--- config.mk ---
export PLATFORM = sky130hd
export DESIGN_NAME = instr_fetch_stage
export DESIGN_NICKNAME = d
export VERILOG_FILES = /design/src/rtl/instr_fetch_stage.sv
export SDC_FILE = /design/constraint.sdc
export NUM_CORES = 1
export LEC_CHECK = 0
export ABC_CLOCK_PERIOD_IN_PS = 6100
export CAP_MARGIN = 10
export CORE_ASPECT_RATIO = 1.5
export CORE_MARGIN = 4
export CORE_UTILIZATION = 60
export CTS_CLUSTER_DIAMETER = 120
export CTS_CLUSTER_SIZE = 30
export DETAILED_ROUTE_END_ITERATION = 10
export DONT_BUFFER_PORTS = 1
export GPL_ROUTABILITY_DRIVEN = 0
export PLACE_DENSITY = 0.86
export SLEW_MARGIN = 20
export SYNTH_ARGS = -nofsm -noshare
export SYNTH_HDL_FRONTEND = slang
export SYNTH_SLANG_ARGS = --single-unit
--- constraint.sdc ---
create_clock -name clk -period 6.1 [get_ports clk]
set_clock_uncertainty 0.05 [all_clocks]
set_input_delay 1.22 -clock clk [delete_from_list [all_inputs] [get_ports clk]]
set_output_delay 1.22 -clock clk [all_outputs]
set_load 0.005 [all_outputs]
--- src/rtl/instr_fetch_stage.sv ---
// RV32I instruction fetch stage: PC register, single-outstanding imem fetch, IF/ID output slot with skid.
// Optional misaligned-redirect fault state enabled by FETCH_MISALIGN_CHECK_EN.
module instr_fetch_stage #(
  parameter int ADDR_WIDTH = 32,
  parameter int DATA_WIDTH = 32,
  parameter logic [ADDR_WIDTH-1:0] RESET_PC = '0
) (
  input  logic                  clk,
  input  logic                  rst_n,
  input  logic                  stall_i,
  input  logic                  redirect_i,
  input  logic [ADDR_WIDTH-1:0] redirect_pc_i,
  output logic                  imem_req_o,
  output logic [ADDR_WIDTH-1:0] imem_addr_o,
  input  logic                  imem_gnt_i,
  input  logic                  imem_rvalid_i,
  input  logic [DATA_WIDTH-1:0] imem_rdata_i,
  output logic                  valid_o,
  output logic [DATA_WIDTH-1:0] instr_o,
  output logic [6:0]            opcode_o,
  output logic [ADDR_WIDTH-1:0] pc_o,
  output logic [ADDR_WIDTH-1:0] pc_plus4_o,
  output logic                  misalign_o
);

  localparam logic [1:0] S_IDLE  = 2'd0;
  localparam logic [1:0] S_REQ   = 2'd1;
  localparam logic [1:0] S_WAIT  = 2'd2;
`ifdef FETCH_MISALIGN_CHECK_EN
  localparam logic [1:0] S_FAULT = 2'd3;
`endif

  logic [1:0]            stateQ;
  logic [ADDR_WIDTH-1:0] pcQ;
  logic                  killQ;
  logic                  validQ;
  logic [DATA_WIDTH-1:0] instrQ;
  logic [ADDR_WIDTH-1:0] pcOutQ;
  logic [ADDR_WIDTH-1:0] pcPlus4Q;
  logic                  skidValid;
  logic [DATA_WIDTH-1:0] skidInstr;
  logic [ADDR_WIDTH-1:0] skidPc;

  logic                  slotFree;
  logic                  consume;
  logic                  accepted;
  logic                  capture;
  logic                  outstanding;
  logic [ADDR_WIDTH-1:0] pcNext;
  logic [ADDR_WIDTH-1:0] redirectTarget;

  assign slotFree    = !validQ || !stall_i;
  assign consume     = validQ && !stall_i;
  assign imem_req_o  = (stateQ == S_REQ) && !skidValid && slotFree;
  assign imem_addr_o = pcQ;
  assign accepted    = imem_req_o && imem_gnt_i;
  assign capture     = (stateQ == S_WAIT) && imem_rvalid_i && !killQ;
  assign pcNext      = pcQ + ADDR_WIDTH'(4);

  // A request is still in flight if it is granted now, or an earlier one has not yet returned.
  assign outstanding = accepted || (((stateQ == S_WAIT) || killQ) && !imem_rvalid_i);

`ifdef FETCH_MISALIGN_CHECK_EN
  logic misalignQ;
  logic misaligned;
  assign misaligned     = |redirect_pc_i[1:0];
  assign redirectTarget = redirect_pc_i;
  assign misalign_o     = misalignQ;
`else
  assign redirectTarget = redirect_pc_i & ~ADDR_WIDTH'(3);
  assign misalign_o     = 1'b0;
`endif

  // NOTE: all state uses non-blocking assignments so every register samples pre-edge values.
  always_ff @(posedge clk or negedge rst_n) begin
    if (!rst_n) begin
      stateQ    <= S_IDLE;
      pcQ       <= RESET_PC;
      killQ     <= 1'b0;
      validQ    <= 1'b0;
      instrQ    <= '0;
      pcOutQ    <= '0;
      pcPlus4Q  <= '0;
      skidValid <= 1'b0;
      skidInstr <= '0;
      skidPc    <= '0;
`ifdef FETCH_MISALIGN_CHECK_EN
      misalignQ <= 1'b0;
`endif
    end else if (redirect_i) begin
      // Flush everything; a same-cycle response is dropped, an in-flight one is marked for kill.
      pcQ       <= redirectTarget;
      validQ    <= 1'b0;
      skidValid <= 1'b0;
      killQ     <= outstanding;
`ifdef FETCH_MISALIGN_CHECK_EN
      misalignQ <= misaligned;
      if (misaligned) stateQ <= S_FAULT;
      else            stateQ <= outstanding ? S_WAIT : S_REQ;
`else
      stateQ    <= outstanding ? S_WAIT : S_REQ;
`endif
    end else begin
      case (stateQ)
        S_IDLE:  stateQ <= S_REQ;
        S_REQ:   if (accepted) stateQ <= S_WAIT;
        S_WAIT:  if (imem_rvalid_i) stateQ <= S_REQ;
        default: ;
      endcase

      // Killed responses are dropped wherever they land, including the fault state.
      if (imem_rvalid_i && killQ) killQ <= 1'b0;

      if (capture) pcQ <= pcNext;

      if (capture && slotFree) begin
        instrQ   <= imem_rdata_i;
        pcOutQ   <= pcQ;
        pcPlus4Q <= pcNext;
        validQ   <= 1'b1;
      end else if (capture) begin
        skidInstr <= imem_rdata_i;
        skidPc    <= pcQ;
        skidValid <= 1'b1;
      end else if (consume) begin
        if (skidValid) begin
          instrQ    <= skidInstr;
          pcOutQ    <= skidPc;
          pcPlus4Q  <= skidPc + ADDR_WIDTH'(4);
          skidValid <= 1'b0;
        end else begin
          validQ <= 1'b0;
        end
      end
    end
  end

  assign valid_o    = validQ;
  assign instr_o    = instrQ;
  assign opcode_o   = instrQ[6:0];
  assign pc_o       = pcOutQ;
  assign pc_plus4_o = pcPlus4Q;

endmodule

=== Word level (Yosys, flattened, before mapping) ===
Cells that the tools add are included.

* Register bits: 197
* Latch bits: 0
* Memory bits (writable): 0
* ROM bits: 0
* Output and inout port bits: 138
* Logic and storage cells: 82
* Memories: 0

* $add $sub $neg: 2
* $mul: 0
* Divide/modulo/power cells: 0
* Magnitude comparators: 0
* Equal/unequal tests: 8
* Shift operators: 0
* Mux-type cells: 30
* Bitwise logic cells: 2
* Reductions and logical operators: 30

{| class="wikitable"
|+ Operator list
! operator !! number
|-
| 32-bit 2-to-1 mux || 14
|-
| 32-bit by 3-bit adder with 32-bit output, second input constant || 2
|-
| 1-bit 2-to-1 mux || 11
|-
| 1-bit logical AND || 9
|-
| 3-bit AND reduction || 3
|-
| 2-bit 2-to-1 mux || 4
|-
| 2-bit nonzero test || 4
|-
| 3-bit by 2-bit inequality test with 1-bit output, second input constant || 2
|-
| 3-bit inequality test, second input constant || 2
|-
| 2-bit one-hot mux with 3 select lines || 1
|-
| 3-bit nonzero test || 2
|-
| 1-bit logical NOT || 5
|-
| 4-bit AND reduction || 1
|-
| 4-bit nonzero test || 1
|-
| 1-bit logical OR || 3
|-
| 2-bit by 1-bit equality test with 1-bit output, second input constant || 1
|-
| 2-bit equality test, second input constant || 1
|-
| 2-bit logical NOT || 1
|-
| 2-bit by 1-bit inequality test with 1-bit output, second input constant || 1
|-
| 2-bit inequality test, second input constant || 1
|-
| 1-bit inverter || 2
|-
| 2-bit AND reduction || 1
|}

=== Longest topological paths before layout ===
* Word-level depth: 7
* Gate-level depth with buffers: 8
* Gate-level depth less buffers: 6

=== Worst setup path after synthesis ===
Ideal clock, no wire load.

* Path kind: input port to flip-flop
* Start point: in imem_rvalid_i
* End point: reg skidInstr[11]
* Library setup time: 0.125 ns
* Arrival time: 2.662 ns
* Data required time: 5.925 ns
* Slack: 3.264 ns
* Cell stages on the path: 6
* Buffers on the path: 3
* Cells stage by stage: nand4bb_1 clkbuf_1 nor3_1 clkbuf_1 buf_2 mux2_2

* Word-level cells in the longest chain between the ends: 5

{| class="wikitable"
|+ Ends and longest elaborated chain
! element !! line !! source
|-
| start, declared || 16 || <nowiki>input logic imem_rvalid_i,</nowiki>
|-
| 1-bit logical AND * (2 in series) || 57 || <nowiki>assign capture = (stateQ == S_WAIT) && imem_rvalid_i && !killQ;</nowiki>
|-
| 1-bit logical AND || 116 || <nowiki>if (capture && slotFree) begin</nowiki>
|-
| 1-bit inverter (no source line) || - ||
|-
| 3-bit AND reduction (no source line) * || - ||
|-
| end signal, assigned || 122 || <nowiki>skidInstr <= imem_rdata_i;</nowiki>
|-
| end, declared || 41 || <nowiki>logic [DATA_WIDTH-1:0] skidInstr;</nowiki>
|}

Mark *: on every way between the ends. The rest lies on a longest branch, timed or not.
A chain may end at the register's enable or synchronous reset.

=== Worst setup path after layout ===
* Start point: in imem_rvalid_i
* End point: reg pcOutQ[22], in the netlist pc_o[22]

* Word-level cells in the longest chain between the ends: 5
* Elaborated cells between the ends (all ways): 8
* Classes of those cells: 1 x eq/ne; 1 x mux; 6 x reduce/logical

{| class="wikitable"
|+ Ends and longest elaborated chain
! element !! line !! source
|-
| 1-bit logical AND * (2 in series) || 57 ||
|-
| 1-bit logical AND || 116 ||
|-
| 2-bit by 1-bit inequality test with 1-bit output (no source line) / 2-bit nonzero test (equally long branches) || - ||
|-
| 4-bit AND reduction (no source line) || - ||
|-
| end signal, assigned || 118 || <nowiki>pcOutQ <= pcQ;</nowiki>
|-
| end signal, assigned || 128 || <nowiki>pcOutQ <= skidPc;</nowiki>
|-
| end, declared || 38 || <nowiki>logic [ADDR_WIDTH-1:0] pcOutQ;</nowiki>
|}

Marked as above.

==> impl_metrics.py <==
metrics = {
    "clock_network": {
        "postCtsHoldBufs": 0,
        "ctsResizeCount": 0,
        "cts_tree": "done",
        "clock_latency_ns": 0.43,
        "cts.sinks": 189,
        "postCtsSetupRepairBufs": 0,
        "cts_buffers": 17,
        "root_buffer": "clkbuf_16",
        "clkTransAtPathRegs_ns": 0.07,
        "htreeDepth": 4,
        "cts_buffer_depth": 2,
    },
    "sta": {
        "fmax_mhz": 338,
        "rsz0062_at_grt": "false",
        "fin_crit_ns": 2.96,
        "slew_headroom": 0.344,
        "fin_setup_tns_ns": 0,
        "whs_ns": 0.433,
        "finalSetupViolCount": 0,
        "fin_ws_ns": 3.14,
        "tightest_slew_ns": 0.975,
        "hold_violations": 0,
        "post-route-period-util": 0.485,
        "slew_viol_final": 0,
    },
    "floorplanning": {
        "die_h_um": 162,
        "io_pins": 208,
        "core_um2": 15600,
        "start_util": 0.609,
        "dieArea_um2": 18000,
        "num_rows": 56,
        "die_w_um": 111,
    },
    "synthesis": {
        "syn_inst": 1023,
        "netlist_area_um2": 9510,
        "synth-seq-cells": 189,
        "synthArstFlopShare": 1.00,
        "yosys.area_share.simple": 0.202,
        "synth_top_family_by_area": "simple AND/OR/NAND/NOR gates",
        "synth_xor_area_frac": 0.0644,
        "synthAdderAreaFrac": 0.00263,
        "ys.flop_type": "dfrtp_1",
        "synth-edff-count": 0,
        "synth_seq_area_share": 0.497,
        "yosys_warnings": 0,
        "synth.area.mux_share": 0.0769,
        "yosysUniqueCellTypes": 51,
        "synth_compound_area_frac": 0.108,
        "synth.avg_cell_area_um2": 9.30,
    },
    "drt": {
        "wl_per_cell_um": 19.4,
        "first_pass_iters": 5,
        "vias_per_cell": 6.25,
        "vias": 7340,
        "dr.first_iter.drc_count": 920,
        "drtAntennaViolNets": 0,
        "drc": 0,
        "wl_um": 22800,
    },
    "grt": {
        "grt_use_total": 0.252,
        "grt_max_degree": 190,
        "grt_pass1_vias": 7031,
        "antenna_found_initial": 0,
        "global_route.overflow_total": 0,
        "grt_pass1_wl_um": 36900,
    },
    "power": {
        "power_uw": 3560,
        "vdd_drop_max_mv": 0.176,
        "pwr_density_cell_nw_per_um2": 354,
        "power.leakage_uw": 0.00415,
    },
    "worst_setup_path": {
        "crit_required_ns": 6.39,
        "crit_start": "imem_rvalid_i",
        "critPathArrivalTime_ns": 3.25,
        "start_kind": "input pin",
        "cp_max_fo": 69,
        "criticalPathCategory": "input pin to register",
        "rr_startpoint": "imem_addr_o[16]",
        "critPathCaptureType": "register",
    },
    "placement": {
        "hpwl_um": 15200,
        "portBuffers": 0,
        "pre_cts_ws_ns": 2.72,
    },
    "cells_and_area": {
        "fin_util": 0.642,
        "finalNetCount": 1032,
        "area_growth_pct": 5.46,
        "drive_above_1_share": 0.113,
        "antenna_cells": 0,
    },
    "job": {
        "maxCapViolCount": 0,
    },
    "min_path": {
        "holdCritPathClass": "input pin to asynchronous set/reset pin",
    },
    "status": {
        "status": "completed",
    },
}
==> synthesized netlist by cell type, drive strengths merged (2+ instances only) <==
cell type | instances | share of area
a21oi | 15 | 0.0079
a221o | 8 | 0.0084
a221oi | 2 | 0.0025
a22o | 2 | 0.0018
a31oi | 64 | 0.042
and2 | 4 | 0.0026
and3 | 3 | 0.0020
and4 | 4 | 0.0037
buf | 31 | 0.020
clkbuf | 66 | 0.026
dfrtp | 189 | 0.50
ha | 2 | 0.0026
inv | 7 | 0.0028
mux2 | 57 | 0.067
mux2i | 9 | 0.0095
nand2 | 218 | 0.086
nand2b | 4 | 0.0026
nand3 | 20 | 0.012
nand4 | 21 | 0.015
nor2 | 89 | 0.035
nor2b | 2 | 0.0013
nor3 | 20 | 0.011
nor4 | 19 | 0.013
nor4bb | 2 | 0.0021
o211ai | 5 | 0.0039
o21a | 4 | 0.0032
o21ai | 57 | 0.030
o221ai | 3 | 0.0028
o31ai | 3 | 0.0024
or3 | 6 | 0.0039
or4 | 7 | 0.0059
xnor2 | 36 | 0.033
xor2 | 34 | 0.031
==> cell type report <==
cell class,instances,area (µm²)
Clock buffer,18,439
Timing Repair Buffer,9,67.6
Fill cell,1241,5590
Inverter,7,26.3
Sequential cell,189,4730
Tap cell,203,254
Clock inverter,13,130
Multi-Input combinational cell,736,4390
==> power by group <==
group          internal (µW)  switching, µW  total (µW)
clock                    583            496        1080
combinational            257            297         554
sequential              1560            358        1920
total                   2410           1150        3560
==> kinds of logic (layout without fill, tap and decap cells) <==
logic type / after synthesis / count (layout)
and+or+nand+nor: 425 / 425
DFF: 189 / 189
AOI/OAI and AO/OA: 166 / 166
buffers and inverters: 104 / 47
xor gates and xnor gates: 70 / 70
muxes: 66 / 66
adders and majority gates: 2 / 2
other: 1 / 7
==> placed cells by master (no fill, tap or decap), types with 7 or more instances in the layout <==
cell type | netlist | final
xor2_1 | 34 | 34
inv_1 | 7 | 7
xnor2_1 | 36 | 36
nand2_1 | 218 | 217
mux2i_1 | 9 | 9
conb_1 | 1 | 7
nand3_1 | 18 | 18
nand4_1 | 20 | 20
a31oi_1 | 64 | 64
mux2_2 | 57 | 57
a21oi_1 | 15 | 14
buf_4 | 14 | 9
nor3_1 | 20 | 19
dfrtp_1 | 189 | 189
nor2_1 | 89 | 89
nor4_1 | 18 | 18
clkbuf_16 | 0 | 17
a221o_1 | 8 | 8
o21ai_0 | 53 | 53
==> metal layers <==
metal	global-route usage	part of all wire
met1	0.328	0.40
met4	0.111	0.035
met3	0.0637	0.082
met5	0	0
met2	0.402	0.48
==> registers in the layout, summed over array words and instances, names as in the netlist <==
name         cells
skidValid        1
pc_plus4_o      30
pc_o            30
stateQ           2
skidPc          30
imem_addr_o     30
skidInstr       32
valid_o          1
killQ            1
instr_o         32
==> worst max-delay path, cell delays in order <==
cell       delay (ns)
nand4bb_1        0.08
buf_4            0.25
a221oi_4         0.25
buf_4            0.50
buf_4            0.61
nor2_1           0.11
a31oi_1          0.16
==> per-stage QoR <==
| stage | instance area, µm² | std cells |
|---|---|---|
| floorplan | 9540 | 1029 |
| global placement | 9460 | 1144 |
| detailed placement | 9460 | 1144 |
| CTS | 10000 | 1175 |
| global route | 10000 | 1175 |
| finish | 10000 | 1175 |
==> worst paths after layout <==
| check | endpoint | slack (ns) | cells past startpoint |
|---|---|---|---|
| max | pc_o[22] | 3.14 | 7 |
| min | imem_addr_o[30] | 0.43 | 0 |
| max reg2reg | pc_plus4_o[28] | 3.35 | 5 |
| min reg2reg | skidInstr[0] | 0.46 | 1 |
| max in group asynchronous | pc_o[23] | 5.27 | 0 |
| min in group clk | skidInstr[0] | 0.46 | 1 |
(Power assumes the default switching activity.)
==> RTL change 1 (same settings) <==
`ADDR_WIDTH`: 32 -> 16.
--- a/src/rtl/instr_fetch_stage.sv
+++ b/src/rtl/instr_fetch_stage.sv
@@ -2,5 +2,5 @@
 // Optional misaligned-redirect fault state enabled by FETCH_MISALIGN_CHECK_EN.
 module instr_fetch_stage #(
-  parameter int ADDR_WIDTH = 32,
+  parameter int ADDR_WIDTH = 16,
   parameter int DATA_WIDTH = 32,
   parameter logic [ADDR_WIDTH-1:0] RESET_PC = '0
Ports: changed (resized imem_addr_o, pc_o, pc_plus4_o and redirect_pc_i); port bits go from 208 to 144. No check against the original RTL was run, so the function may have changed too.
==> RTL change 1 against the unedited design <==
Non-clock buffer count down 7; final area down 36%; via count down 47%; critical path type unchanged; hold slack better by 0.015 ns; utilization up 1.7 points; sequential cell count down 64; worst setup slack worse by 0.21 ns; power down 37%; register-to-register slack worse by 0.24 ns; global-route usage down 2.5 points; wire length down 45%; synthesized area down 37%; largest power group unchanged; cell count down 43%.
==> RTL change 1: results (changes against the unedited design) <==
stage;metric;value;unit;change
status;status;finished clean;;unchanged
timing;worst_pin_slew;1.07;ns;was 0.975 ns
final_layout;layout.nets;593;;was 1032
route;viasPerCell;5.89;;was 6.25
synthesis;ys.warnings.count;0;;unchanged
power_and_ir_drop;max-vdd-ir-drop;209;uV;was 176 uV
clocking;cts_setup_buffers;0;;unchanged
setup_path;crit_fanout;31;;was 69
setup_path;crit_arrival;3.41;ns;was 3.25 ns
clocking;insertion_delay;0.41;ns;was 0.43 ns
synthesis;yosysSeqAreaShare;52.2;%;was 49.7%
final_layout;drive_gt1_share;13.8;%;was 11.3%
synthesis;post_synth_num_cell_types;39;;was 51
route;drt_iter0_drc;214;;was 920
clocking;path_clk_slew;0.05;ns;was 0.07 ns
final_layout;diodes;0;;unchanged
route;drt-total-wl;12500;um;was 22800 um
global_route;grt_max_degree;126;;was 190
synthesis;ys_top_cells_by_count;125 x dfrtp_1, 91 x nand2_1, 56 x mux2i_1, 49 x o21ai_1, 41 x mux2_2;;was 218 x nand2_1, 189 x dfrtp_1, 89 x nor2_1, 66 x clkbuf_1, 64 x a31oi_1
synthesis;syn_avg_cell_area;10.7;um2;was 9.30 um2
route;dr.pass1.iters;4;;was 5
synthesis;ys_top_cells_by_area;dfrtp_1 52%, mux2i_1 9.4%, mux2_2 7.7%;;was dfrtp_1 50%, nand2_1 8.6%, mux2_2 6.7%
clocking;ctsHtreeMaxLevel;4;;unchanged
placed_design;io_buffers;0;;unchanged
setup_path;cpPeakStageDelay;0.80;ns;was 0.61 ns
global_route;grt_pass1_wl;19900;um;was 36900 um
clocking;clock_path_buffers;2;;unchanged
route;post_drt_wl_per_cell;18.8;um;was 19.4 um
global_route;antenna_found_initial;0;;unchanged
die;core_region_area;0.00974;mm2;was 0.0156 mm2
setup_path;cpMaxStageDelayCell;nor3_4;;was buf_4
setup_path;rrSetupSlack;3.11;ns;was 3.35 ns
synthesis;async_flop_share;100;%;unchanged
placed_design;dpl.cell_count;633;;was 1144
global_route;grtUsageTotal;22.8;%;was 25.2%
placed_design;dp_hpwl;8610;um;was 15200 um
final_layout;nFillCells;742;;was 1241
global_route;grt_pass1_vias;4152;;was 7031
power_and_ir_drop;leakagePower;3.20;nW;was 4.15 nW
clocking;clockRootBuffer;clkbuf_16;;unchanged
clocking;numCtsBuffers;17;;unchanged
## RTL change 1: changes by cell type in the layout (fill, tap and decap cells not counted), moves of 12 or more
cell     change
a31oi_1     -64
nand4_1     -12
mux2i_1     +47
dfrtp_1     -64
xor2_1      -18
nand2_1    -126
xnor2_1     -15
mux2_2      -16
nor2_1      -77
o21ai_0     -21
nor4_1      -15
o21ai_1     +45
## RTL change 1: path summary, 6_finish.rpt
kind	from	to
max in group asynchronous	rst_n	pc_o[4]
worst max register to register	stateQ[0]	skidPc[15]
min in group clk	skidInstr[21]	skidInstr[21]
worst min register to register	skidInstr[21]	skidInstr[21]
worst max-delay path	imem_rvalid_i	skidPc[15]
worst min-delay path	rst_n	instr_o[22]
## RTL change 1: area by class of cell
| class | instances | area share, % |
|---|---|---|
| Sequential cell | 125 | 48.7 |
| Multi-Input combinational cell | 385 | 40.4 |
| Clock buffer | 23 | 7.44 |
| Tap cell | 115 | 2.24 |
| Clock inverter | 8 | 0.663 |
| Inverter | 6 | 0.351 |
| Timing Repair Buffer | 2 | 0.234 |
## RTL change 1: kinds of logic (layout without fill, tap and decap cells)
group                      after synthesis  count (layout)  share of synthesized area [%]
adders and majority gates                2               2                          0.417
and+or+nand+nor                        149             149                           11.2
DFF                                    125             125                           52.2
AOI/OAI and AO/OA                       90              90                           7.74
other                                    1               7                         0.0626
muxes                                  100             100                           17.6
buffers and inverters                   57              39                           5.41
xor gates and xnor gates                37              37                           5.41
## RTL change 1: layer usage
metal  global-route usage, %  part of all wire (%)  up-vias  routed length, um
met5                       0                     0        -                  0
met4                    9.73                   2.5        0                307
met3                    10.2                   8.4       26               1050
met2                    37.9                    53      136               6580
met1                    24.8                    36     1894               4520
li1                        -                     -     1856                  -
## RTL change 1: stage by stage
step / cell area, um2 / worst slack [ns] / utilization (%) / hold WS, ns
detailed placement: 5900 / 2.49 / 60.6 / 0.438
global placement: 5900 / 2.49 / 60.6 / 0.417
global route: 6420 / 2.81 / 65.9 / 0.425
finish: 6420 / 2.93 / 65.9 / 0.448
CTS: 6420 / 2.92 / 65.9 / 0.435
floorplan: 6020 / 3.10 / - / 0.408
## RTL change 1: power breakdown
part | total, mW | leakage, nW | internal (mW) | switching (mW)
Clock | 0.876 | 0.262 | 0.542 | 0.334
Combinational | 0.292 | 1.27 | 0.138 | 0.154
Sequential | 1.08 | 1.67 | 0.952 | 0.131
Total | 2.25 | 3.20 | 1.63 | 0.619
## RTL change 1: critical path: cells and delay by family
kind	cells	cell delay, ns
mux	1	0.38
simple gates	2	1.28
buf+inv	1	0.50
==> RTL change 2 (config.mk and constraints unchanged) <==
Without the edit above. Reset style: synchronous (`rst_n`), changed in one clocked block.
--- a/src/rtl/instr_fetch_stage.sv
+++ b/src/rtl/instr_fetch_stage.sv
@@ -73,5 +73,5 @@
 
   // NOTE: all state uses non-blocking assignments so every register samples pre-edge values.
-  always_ff @(posedge clk or negedge rst_n) begin
+  always_ff @(posedge clk) begin
     if (!rst_n) begin
       stateQ    <= S_IDLE;
Formal check against the unedited RTL: differs if rst_n is asserted again (counterexample within 4 cycles, from zero or initial values and one cycle with rst_n low); with rst_n held inactive, the same outputs for 4 cycles.
==> RTL change 2 against the unedited design <==
Synthesized area down 2.4%; critical endpoint is now pc_plus4_o[27]; sequential cell count unchanged; largest cell class is now multi-input gates; fmax down 14%; final area down 2.9%; wire length up 18%; worst setup slack worse by 0.50 ns; critical path type unchanged.
Power is not compared: it rests on default switching activity, and its combinational part moved more than twofold at a synthesized area within 25%.
==> RTL change 2: results (changes against the unedited design) <==
stage;metric;value;unit;change
route;post_drt_wl_per_cell;20.5;um;was 19.4 um
route;viasPerCell;6.24;;was 6.25
setup_path;crit_path_end;pc_plus4_o[27];;was pc_o[22]
global_route;grt_pass1_vias;7564;;was 7031
route;wl_met1;9230;um;was 9060 um
setup_path;r2r_start;killQ;;was imem_addr_o[16]
final_layout;layout.nets;1169;;was 1032
global_route;grt_use_met2;50.0;%;was 40.2%
timing;worst_pin_slew;1.10;ns;was 0.975 ns
setup_path;crit_arrival;3.75;ns;was 3.25 ns
synthesis;yosysSeqAreaShare;40.7;%;was 49.7%
route;met2_length;13400;um;was 11000 um
clocking;path_clk_slew;0.07;ns;about the same
route;dr.pass1.iters;7;;was 5
placed_design;dp_hpwl;18300;um;was 15200 um
synthesis;ys_top_cells_by_area;dfxtp_1 41%, nand2_1 12%, o211a_1 5.4%;;was dfrtp_1 50%, nand2_1 8.6%, mux2_2 6.7%
status;status;finished clean;;unchanged
synthesis;post_synth_num_cell_types;65;;was 51
setup_path;reg2reg_depth;7;;was 5
setup_path;crit_fanout;95;;was 69
placed_design;place_ws;2.26;ns;was 2.72 ns
synthesis;yosysTopAreaCellShare;40.7;%;was 49.7%
synthesis;async_flop_share;0;%;was 100%
power_and_ir_drop;leakagePower;3.72;nW;
global_route;grt_pass1_wl;40600;um;was 36900 um
global_route;use_met3;8.89;%;was 6.37%
global_route;grt_max_degree;104;;was 190
final_layout;drive_gt1_share;6.49;%;was 11.3%
route;drt_iter0_drc;917;;was 920
setup_path;rrSetupSlack;3.02;ns;was 3.35 ns
global_route;grtUsageTotal;29.7;%;was 25.2%
synthesis;ys.warnings.count;0;;unchanged
synthesis;synth_flop_cell;dfxtp_1;;was dfrtp_1
hold_path;hp-class;reg -> reg;;was in -> async
global_route;met1_usage;31.7;%;was 32.8%
==> RTL change 2: changes by cell type in the layout (fill, tap and decap cells not counted), moves of 50 or more <==
cell	delta
dfrtp_1	-189
dfxtp_1	+189
nand2_1	+89
a21oi_1	+64
a31oi_1	-64
nand3_1	+60
mux2_2	-56
o211a_1	+50
==> RTL change 2: logic make-up after synthesis <==
| group | share of synthesized area, % |
|---|---|
| AO/OA/AOI/OAI | 16.8 |
| XOR/XNOR | 7.83 |
| adder cells (fa/ha/maj) | 0.269 |
| buffers and inverters | 6.04 |
| flip-flops | 40.7 |
| multiplexers | 1.63 |
| other | 0.0404 |
| AND/OR/NAND/NOR | 26.7 |
==> RTL change 2: power by group through the flow <==
stage | sequential, mW | clock (mW) | combinational, mW
floorplan | 1.31 | 0 | 0.117
global placement | 1.34 | 0 | 0.108
detailed placement | 1.34 | 0 | 0.112
CTS | 1.31 | 1.12 | 0.112
global route | 1.31 | 1.17 | 0.124
finish | 1.31 | 1.11 | 0.113
==> RTL change 2: metrics by stage <==
stage | total power [mW] | hold slack, ns | cell area (um2) | instances | util [%]
2_1_floorplan | 1.42 | 0.387 | 9310 | 1181 | -
3_3_place_gp | 1.44 | 0.391 | 9150 | 1277 | 60.4
3_5_place_dp | 1.45 | 0.397 | 9150 | 1277 | 60.4
4_1_cts | 2.54 | 0.406 | 9740 | 1309 | 64.3
5_1_grt | 2.60 | 0.426 | 9740 | 1309 | 64.3
6_report | 2.53 | 0.405 | 9740 | 1309 | 64.3
==> RTL change 2: cell type report <==
type                       count  area, um2
clock buffer                  19        443
multi-input combinational    866       4990
fill                        1273       5400
inverter                      13       48.8
clock inverter                13        153
sequential                   189       3780
tap                          199        249
timing repair buffer          10       75.1
